<file path="config.mk">
export PLATFORM = sky130hd
export DESIGN_NAME = fir_tf_param
export DESIGN_NICKNAME = d
export VERILOG_FILES = /design/src/rtl/fir_pkg.sv /design/src/rtl/fir_tf_tap.sv /design/src/rtl/fir_tf_param.sv
export SDC_FILE = /design/constraint.sdc
export NUM_CORES = 2
export LEC_CHECK = 0
export ABC_CLOCK_PERIOD_IN_PS = 9100
export CORE_MARGIN = 2
export CORE_UTILIZATION = 28
export CTS_BUF_LIST = sky130_fd_sc_hd__clkbuf_16
export DETAILED_ROUTE_END_ITERATION = 10
export PLACE_DENSITY_LB_ADDON = 0.12
export SYNTH_ARGS = -nofsm -noshare
export SYNTH_HDL_FRONTEND = slang
export SYNTH_SLANG_ARGS = --single-unit
</file>
<file path="constraint.sdc">
create_clock -name CLK -period 9.1 [get_ports CLK]
set_clock_uncertainty 0.05 [all_clocks]
set_input_delay 0.91 -clock CLK [delete_from_list [all_inputs] [get_ports CLK]]
set_output_delay 0.91 -clock CLK [all_outputs]
set_load 0.02 [all_outputs]
</file>
<file path="src/rtl/fir_pkg.sv">
// Shared sizing, rounding and saturation helpers for the parametrised
// transposed-form FIR filter family.
package fir_pkg;

  // Accumulator width that holds the sum of ntaps full-precision products.
  function automatic int fir_acc_width(input int dw, input int cw, input int ntaps);
    return dw + cw + $clog2(ntaps);
  endfunction

  // Half an LSB of the Q1.(cw-1) scaled result, added before the arithmetic shift.
  function automatic longint fir_round_const(input int cw);
    return longint'(1) << (cw - 2);
  endfunction

  function automatic longint fir_sat_max(input int dw);
    return (longint'(1) << (dw - 1)) - 1;
  endfunction

  function automatic longint fir_sat_min(input int dw);
    return -(longint'(1) << (dw - 1));
  endfunction

endpackage

</file>
<file path="src/rtl/fir_tf_tap.sv">
// One transposed-form slice: registers x*b + s_in when the shared sample
// valid is high, holds otherwise.
module fir_tf_tap
  import fir_pkg::*;
#(
  parameter int DW = 8,
  parameter int CW = 8,
  parameter int AW = fir_acc_width(DW, CW, 2)
) (
  input  logic                 clk,
  input  logic                 rst,
  input  logic                 en,
  input  logic signed [DW-1:0] x,
  input  logic signed [CW-1:0] b,
  input  logic signed [AW-1:0] s_in,
  output logic signed [AW-1:0] s_out
);

  logic signed [AW-1:0] x_ext;
  logic signed [AW-1:0] b_ext;

  // Widen both operands first so the product and the add are exact at AW bits.
  assign x_ext = AW'(x);
  assign b_ext = AW'(b);

  always_ff @(posedge clk) begin
    if (rst) begin
      s_out <= '0;
    end else if (en) begin
      s_out <= x_ext * b_ext + s_in;
    end
  end

endmodule

</file>
<file path="src/rtl/fir_tf_param.sv">
// Parametrised transposed-form FIR with a writable coefficient file and
// rounded Q1.(CW-1) output; define FIR_SAT_EN for saturating output.
module fir_tf_param
  import fir_pkg::*;
#(
  parameter  int NTAPS = 11,
  parameter  int DW    = 8,
  parameter  int CW    = 8,
  localparam int CAW   = $clog2(NTAPS),
  localparam int AW    = fir_acc_width(DW, CW, NTAPS)
) (
  input  logic                  CLK,
  input  logic                  RST,
  input  logic signed [DW-1:0]  DIN,
  input  logic                  VIN,
  input  logic                  COEF_WE,
  input  logic [CAW-1:0]        COEF_ADDR,
  input  logic signed [CW-1:0]  COEF_DIN,
  output logic signed [DW-1:0]  DOUT,
  output logic                  VOUT
);

  // Handshake: VIN and VOUT are valid-only strobes with no ready; every VIN=1
  // edge accepts a sample and every VOUT=1 cycle must be consumed downstream.

  localparam logic signed [AW-1:0] RND = AW'(fir_round_const(CW));

  logic signed [CW-1:0] coef [NTAPS];
  logic signed [DW-1:0] x_q;
  logic                 v1;
  logic                 v2;
  logic signed [AW-1:0] s_chain [NTAPS+1];
  logic signed [AW-1:0] rnd_sum;
  logic signed [DW-1:0] fit_val;

  // Out-of-range addresses match no entry, so those writes fall through.
  always_ff @(posedge CLK) begin
    if (RST) begin
      for (int k = 0; k < NTAPS; k++) coef[k] <= '0;
    end else if (COEF_WE) begin
      for (int k = 0; k < NTAPS; k++) begin
        if (COEF_ADDR == CAW'(k)) coef[k] <= COEF_DIN;
      end
    end
  end

  always_ff @(posedge CLK) begin
    if (RST) begin
      x_q <= '0;
      v1  <= 1'b0;
    end else begin
      v1 <= VIN;
      if (VIN) x_q <= DIN;
    end
  end

  // s_chain[0] is y_acc; the slice past the last tap feeds in zero.
  assign s_chain[NTAPS] = '0;

  for (genvar k = 0; k < NTAPS; k++) begin : g_tap
    fir_tf_tap #(
      .DW (DW),
      .CW (CW),
      .AW (AW)
    ) u_tap (
      .clk   (CLK),
      .rst   (RST),
      .en    (v1),
      .x     (x_q),
      .b     (coef[k]),
      .s_in  (s_chain[k+1]),
      .s_out (s_chain[k])
    );
  end

  always_ff @(posedge CLK) begin
    if (RST) v2 <= 1'b0;
    else     v2 <= v1;
  end

  assign rnd_sum = s_chain[0] + RND;

`ifdef FIR_SAT_EN
  localparam logic signed [AW-1:0] SAT_MAX = AW'(fir_sat_max(DW));
  localparam logic signed [AW-1:0] SAT_MIN = AW'(fir_sat_min(DW));

  logic signed [AW-1:0] r_full;

  always_comb begin
    r_full  = rnd_sum >>> (CW - 1);
    fit_val = r_full[DW-1:0];
    if (r_full > SAT_MAX)      fit_val = SAT_MAX[DW-1:0];
    else if (r_full < SAT_MIN) fit_val = SAT_MIN[DW-1:0];
  end
`else
  // Plain two's-complement wrap to the output width.
  always_comb begin
    fit_val = DW'(rnd_sum >>> (CW - 1));
  end
`endif

  always_ff @(posedge CLK) begin
    if (RST) begin
      DOUT <= '0;
      VOUT <= 1'b0;
    end else begin
      VOUT <= v2;
      if (v2) DOUT <= fit_val;
    end
  end

endmodule
</file>
# Word-level counts from Yosys, hierarchy flattened
# Memories as Yosys holds them, arrays and structs flattened.
# Index checks and enable logic that the tools add are counted.
# totals
register_bits	184
ramBits	88
inputBits	24
out_inout_bits	9
word_cells	118
memories	1
# classes
addsub	11
n_mul	11
n_eq_ne	10
muxes	57
n_bitwise	11
reduce_logical	1
# mem_list
name	depth	width	read_ports	rd_ports_with_merged_regs	write_ports	line	source
coef	11	8	11	0	11	fir_tf_param.sv:28	logic signed [CW-1:0] coef [NTAPS];
# ops
operator	count
8-bit by 8-bit multiplier with 15-bit output	11
15-bit adder	10
8-bit two-way mux	11
1-bit two-way mux	46
4-bit by 3-bit equality test with 1-bit output, second input constant	4
15-bit by 8-bit adder with 15-bit output, second input constant	1
4-bit equality test, second input constant	3
1-bit bitwise OR	11
4-bit by 2-bit equality test with 1-bit output, second input constant	2
4-bit by 1-bit equality test with 1-bit output, second input constant	1
4-bit zero test	1

# Logic depth before layout (Yosys ltp)
# logic_depth
ltp_word	6
mapped_depth	22
depth_no_buf	20

# Cells and area by module
# Synthesis repeated with hierarchy kept, for this count alone.
# hier_totals
hier_cells	5542
hier_area_um2	49919.1
# by_module_without_submodules
mod	n_inst	cells_per_inst	area_per_inst_um2	seq_area_each_um2
fir_tf_tap (g_tap[10].u_tap ...)	3	476	4202.8	400.4
fir_tf_tap (g_tap[7].u_tap ...)	3	483	4201.5	400.4
fir_tf_tap (g_tap[3].u_tap ...)	3	471	4135.2	400.4
fir_tf_tap (g_tap[0].u_tap)	1	480	4191.5	400.4
fir_tf_tap (g_tap[6].u_tap)	1	471	4127.7	400.4
fir_tf_param	1	301	3981.3	3022.9

# Least setup slack after synthesis
# No wires, ideal clock.
# synth_path
path_kind	register to register
from	register x_q[7]
to	register g_tap[6].u_tap.s_out[14]
setup_time_ns	0.134
t_arrival_ns	5.440
required_time_ns	8.916
slack_ns	3.476
stages_incl_launch_ff	20
n_path_buf	3
period_less_slack_ns	5.624
path_cell_list	dfxtp_1 > buf_6 > clkbuf_1 > clkbuf_1 > and2_1 > inv_1 > fa_1 > inv_1 > fa_1 > fa_1 > fa_1 > fa_1 > ha_1 > inv_1 > o21bai_1 > a21oi_1 > o21ai_0 > a41oi_1 > and3_1 > or4_1
# synth_via
elab_chain_len	2
# synth_lines
element	line	source
start, declared	fir_tf_param.sv:29	logic signed [DW-1:0] x_q;
start signal, assigned	fir_tf_param.sv:49	x_q <= '0;
start signal, assigned	fir_tf_param.sv:53	if (VIN) x_q <= DIN;
8-bit by 8-bit multiplier with 15-bit output	fir_tf_tap.sv:30	s_out <= x_ext * b_ext + s_in;
15-bit adder	fir_tf_tap.sv:30	
end signal, assigned	fir_tf_tap.sv:30	
end, declared	fir_tf_tap.sv:16	output logic signed [AW-1:0] s_out
# Every way passes these cells.
# A chain may end at the register's enable or synchronous reset.

# Worst setup path after layout
# layout_path
from	register x_q[7]
to	register g_tap[8].u_tap.s_out[14]
# layout_via
elab_chain_len	2
# layout_lines
element	line
8-bit by 8-bit multiplier with 15-bit output	fir_tf_tap.sv:30
15-bit adder	fir_tf_tap.sv:30
end signal, assigned	fir_tf_tap.sv:30
end, declared	fir_tf_tap.sv:16
# Every way passes these cells.

==> results.txt <==
----------------------------------------------------
[Finish]
  Sequential Area ... 6240 µm²
  Number of fill cells in the layout ... 14.6k
  Layout overhead on the synthesized area ... 8.90%
  Top library cells by usage in the layout, fill and taps aside ... 777 x sky130_fd_sc_hd__inv_1, 711 x sky130_fd_sc_hd__fa_1, 375 x sky130_fd_sc_hd__nand2_1
  Final Instance Count excl. Fillers ... 5905
  Core utilization of the finished layout ... 30.6%
  Commonest non-fill, non-tap cell in the layout ... sky130_fd_sc_hd__inv_1
  Layout cells sized above 1 ... 2.86%
  Nets ... 5094
  Footprint of the multi-input gates ... 29300 µm²

[Hold path]
  Hold path start ... DOUT[4]
  Kind of path behind the tightest hold check ... reg -> reg

[Power and ir drop]
  P_leak ... 20.5 nW
  Maximum resistive drop on vdd ... 196 µV
  Power Dens Cells ... 209 nW/µm²

[Drt]
  Final antenna-violating net count ... 0
  Via-per-instance ratio ... 4.38
  First DRT Iteration DRCs ... 945
  Wire length after detailed routing ... 102000 µm
  DRC violation count after routing ... 0
  Number of search-and-repair iterations in the first detailed-routing pass ... 5
  Overall via count from detail_route ... 25.9k
  Routed length per instance ... 17.3 µm

[Critical path]
  Element type at the critical path end ... flop
  Worst EP arrival ... 6470 ps
  Startpoint Class ... flop
  RR Startpoint ... x_q[7]
  Data required time at the worst endpoint ... 9510 ps
  Maximum fanout along the worst path ... 45
  Path type of the worst setup path ... reg -> reg
  Launching instance or port of the critical path ... x_q[7]

[Synth]
  Sequential element share of the synthesized area ... 15.9%
  Post-Syn Nets ... 5167
  FFs w/ async S/R, synth ... 0%
  Post-synthesis cell type count ... 61
  Number of enable flip-flop cells after synthesis ... 88
  Average cell area after synthesis ... 9.61 µm²
  Ys Warns ... 0
  Total of flip-flops plus latches after synthesis ... 266
  Gate count after technology mapping ... 4069
  Cell area after synthesis ... 39100 µm²
  Synth Flop Type ... sky130_fd_sc_hd__dfxtp_1
  Post-synth top area share ... 36.4%
  Top post-synthesis cells by area ... sky130_fd_sc_hd__fa_1 36%, sky130_fd_sc_hd__ha_1 12%, sky130_fd_sc_hd__dfxtp_1 9.1%, sky130_fd_sc_hd__inv_1 7.4%, sky130_fd_sc_hd__edfxtp_1 6.8%
  Area leader, netlist ... sky130_fd_sc_hd__fa_1

[STA]
  Worst-Margin Slew ... 1120 ps
  Unrepaired setup endpoints after global routing ... false
  Final cycle utilization of the critical path ... 66.6%
  Worst hold margin ... 431 ps
  Top achievable clock speed ... 165 MHz
  Final number of setup-violating endpoints ... 0
  Total negative setup slack ... 0 ps
  Worst setup margin ... 3030 ps
  Total count of hold-check failures in the final report ... 0
  Fin crit period ... 6070 ps
  Slew headroom ... 25.0%
  Max-slew violation count ... 0

[CTS]
  Post-CTS setup buffers ... 0
  Deepest clock path buffer count ... 3
  Post-CTS sizing ... 0
  Sink count of the clock tree ... 266
  CTS Hold Bufs ... 0
  Clock tree from TritonCTS ... yes
  Clock transition time at the flip-flop clock pins of the worst setup and hold paths ... 60 ps
  Max H-tree Level ... 2
  Inserted Clock Buffers ... 40
  Clock insertion delay at the later pin of the skew report ... 590 ps
  CTS Root Cell ... sky130_fd_sc_hd__clkbuf_16

[Die]
  Die Wd ... 378 µm
  Initial standard-cell utilization of the core ... 28.1%
  Die outline area ... 143000 µm²
  Vertical die dimension ... 378 µm
  Floorplan Core Area ... 139000 µm²
  Number of I/O pins ... 33
  Placement Rows ... 137

[Placement]
  Cell total after placement ... 5830
  Detailed placement HPWL ... 76700 µm
  Pre-CTS setup slack ... 2990 ps
  Final RePlAce weighted congestion ... 0.741
  IO Port Bufs ... 32

[Global route]
  Antenna violations before repair ... 6
  Wire length of the first global-routing pass ... 169000 µm
  Total global-route track usage ... 15.1%
  Pin count of the biggest net entering global routing ... 67
  Sum of overflow across all layers after global routing ... 0
  Number of global-route vias before repair ... 29.1k

[Job]
  Max-Cap Viols ... 0

[Outcome]
  Result of the run ... finished, final reports clean

----------------------------------------------------
==> metrics by stage <==
stage,power [mW],cell area (µm²)
after floorplan,5.94,39100
after global placement,7.51,41300
after detailed placement,7.48,41300
after CTS,9.14,42600
after global routing,9.96,42600
final,8.89,42600
==> kinds of logic after synthesis <==
family | Yosys count | share of synthesized area, %
AND/OR/NAND/NOR | 1220 | 15.3
multiplexers | 103 | 2.64
XOR/XNOR | 185 | 4.15
adder cells (fa/ha/maj) | 1074 | 48.0
AO/OA/AOI/OAI | 276 | 4.83
flip-flops | 266 | 15.9
buffers and inverters | 945 | 9.19
==> synth_stat cells, drive strengths merged (4+ instances only) <==
library cell and count:
xor2 27, and3 25, or3 5, or4 4, mux2i 102, xnor2 158, a31oi 7, and4 8
nand4b 6, nor4 18, and2 350, dfxtp 178, nor2 287, a211oi 20, a311o 13, o311ai 10
nor4b 8, o21ai 32, a21oi 85, a211o 8, a41oi 14, o21bai 16, o21ba 5, fa 711
nand3 41, nor3 36, a21o 25, edfxtp 88, o21a 8, nor2b 13, clkbuf 148, nand3b 7
inv 767, nand2 375, buf 30, nand2b 26, a31o 11, ha 363, a21boi 6
==> layer usage <==
| metal | track usage [%] | vias to the layer above | part of all wire, % |
|---|---|---|---|
| met5 | 0 | - | 0.013 |
| met4 | 2.48 | 2 | 1.4 |
| met3 | 1.39 | 81 | 2.2 |
| met2 | 25.4 | 205 | 47 |
| met1 | 21.4 | 13200 | 49 |
| li1 | - | 12400 | - |
==> where the power goes <==
group          switching (mW)  internal [mW]  total (mW)
logic                    3.16           2.46        5.62
registers               0.292           1.44        1.73
clock network           0.654          0.886        1.54
==> flip-flops by register name, summed over array words and instances (netlist names) <==
signal and cells:
v2 1, v1 1, VOUT 1, g_tap.u_tap.s_out 159, DOUT 8, coef 88
x_q 8
==> worst paths after layout <==
path	to	slack, ps	depth (start not counted)
worst max-delay path	g_tap[8].u_tap.s_out[14]	3030	16
worst min-delay path	DOUT[4]	430	2
worst max register to register	g_tap[8].u_tap.s_out[14]	3030	16
worst min register to register	DOUT[4]	430	2
==> critical path, stage by stage, from the launching register on <==
cell,delay (ps)
sky130_fd_sc_hd__dfxtp_4,730
sky130_fd_sc_hd__buf_4,450
sky130_fd_sc_hd__and2_1,530
sky130_fd_sc_hd__inv_1,120
sky130_fd_sc_hd__fa_1,490
sky130_fd_sc_hd__inv_1,50
sky130_fd_sc_hd__fa_1,480
sky130_fd_sc_hd__fa_1,570
sky130_fd_sc_hd__fa_1,420
sky130_fd_sc_hd__fa_1,440
sky130_fd_sc_hd__ha_1,330
sky130_fd_sc_hd__inv_1,60
sky130_fd_sc_hd__o21bai_1,200
sky130_fd_sc_hd__a21oi_1,120
sky130_fd_sc_hd__o21ai_0,340
sky130_fd_sc_hd__a41oi_1,190
sky130_fd_sc_hd__o311ai_0,320
==> layout make-up <==
cell class,count,area share (%)
inverters,767,6.77
clock inverters,32,0.462
well taps,1876,5.51
repair buffers,63,1.31
multi-input cells,2858,68.8
clock buffers,42,2.47
diodes,1,0.00588
flip-flops and latches,266,14.7
Power figures use the tool's default switching activity.
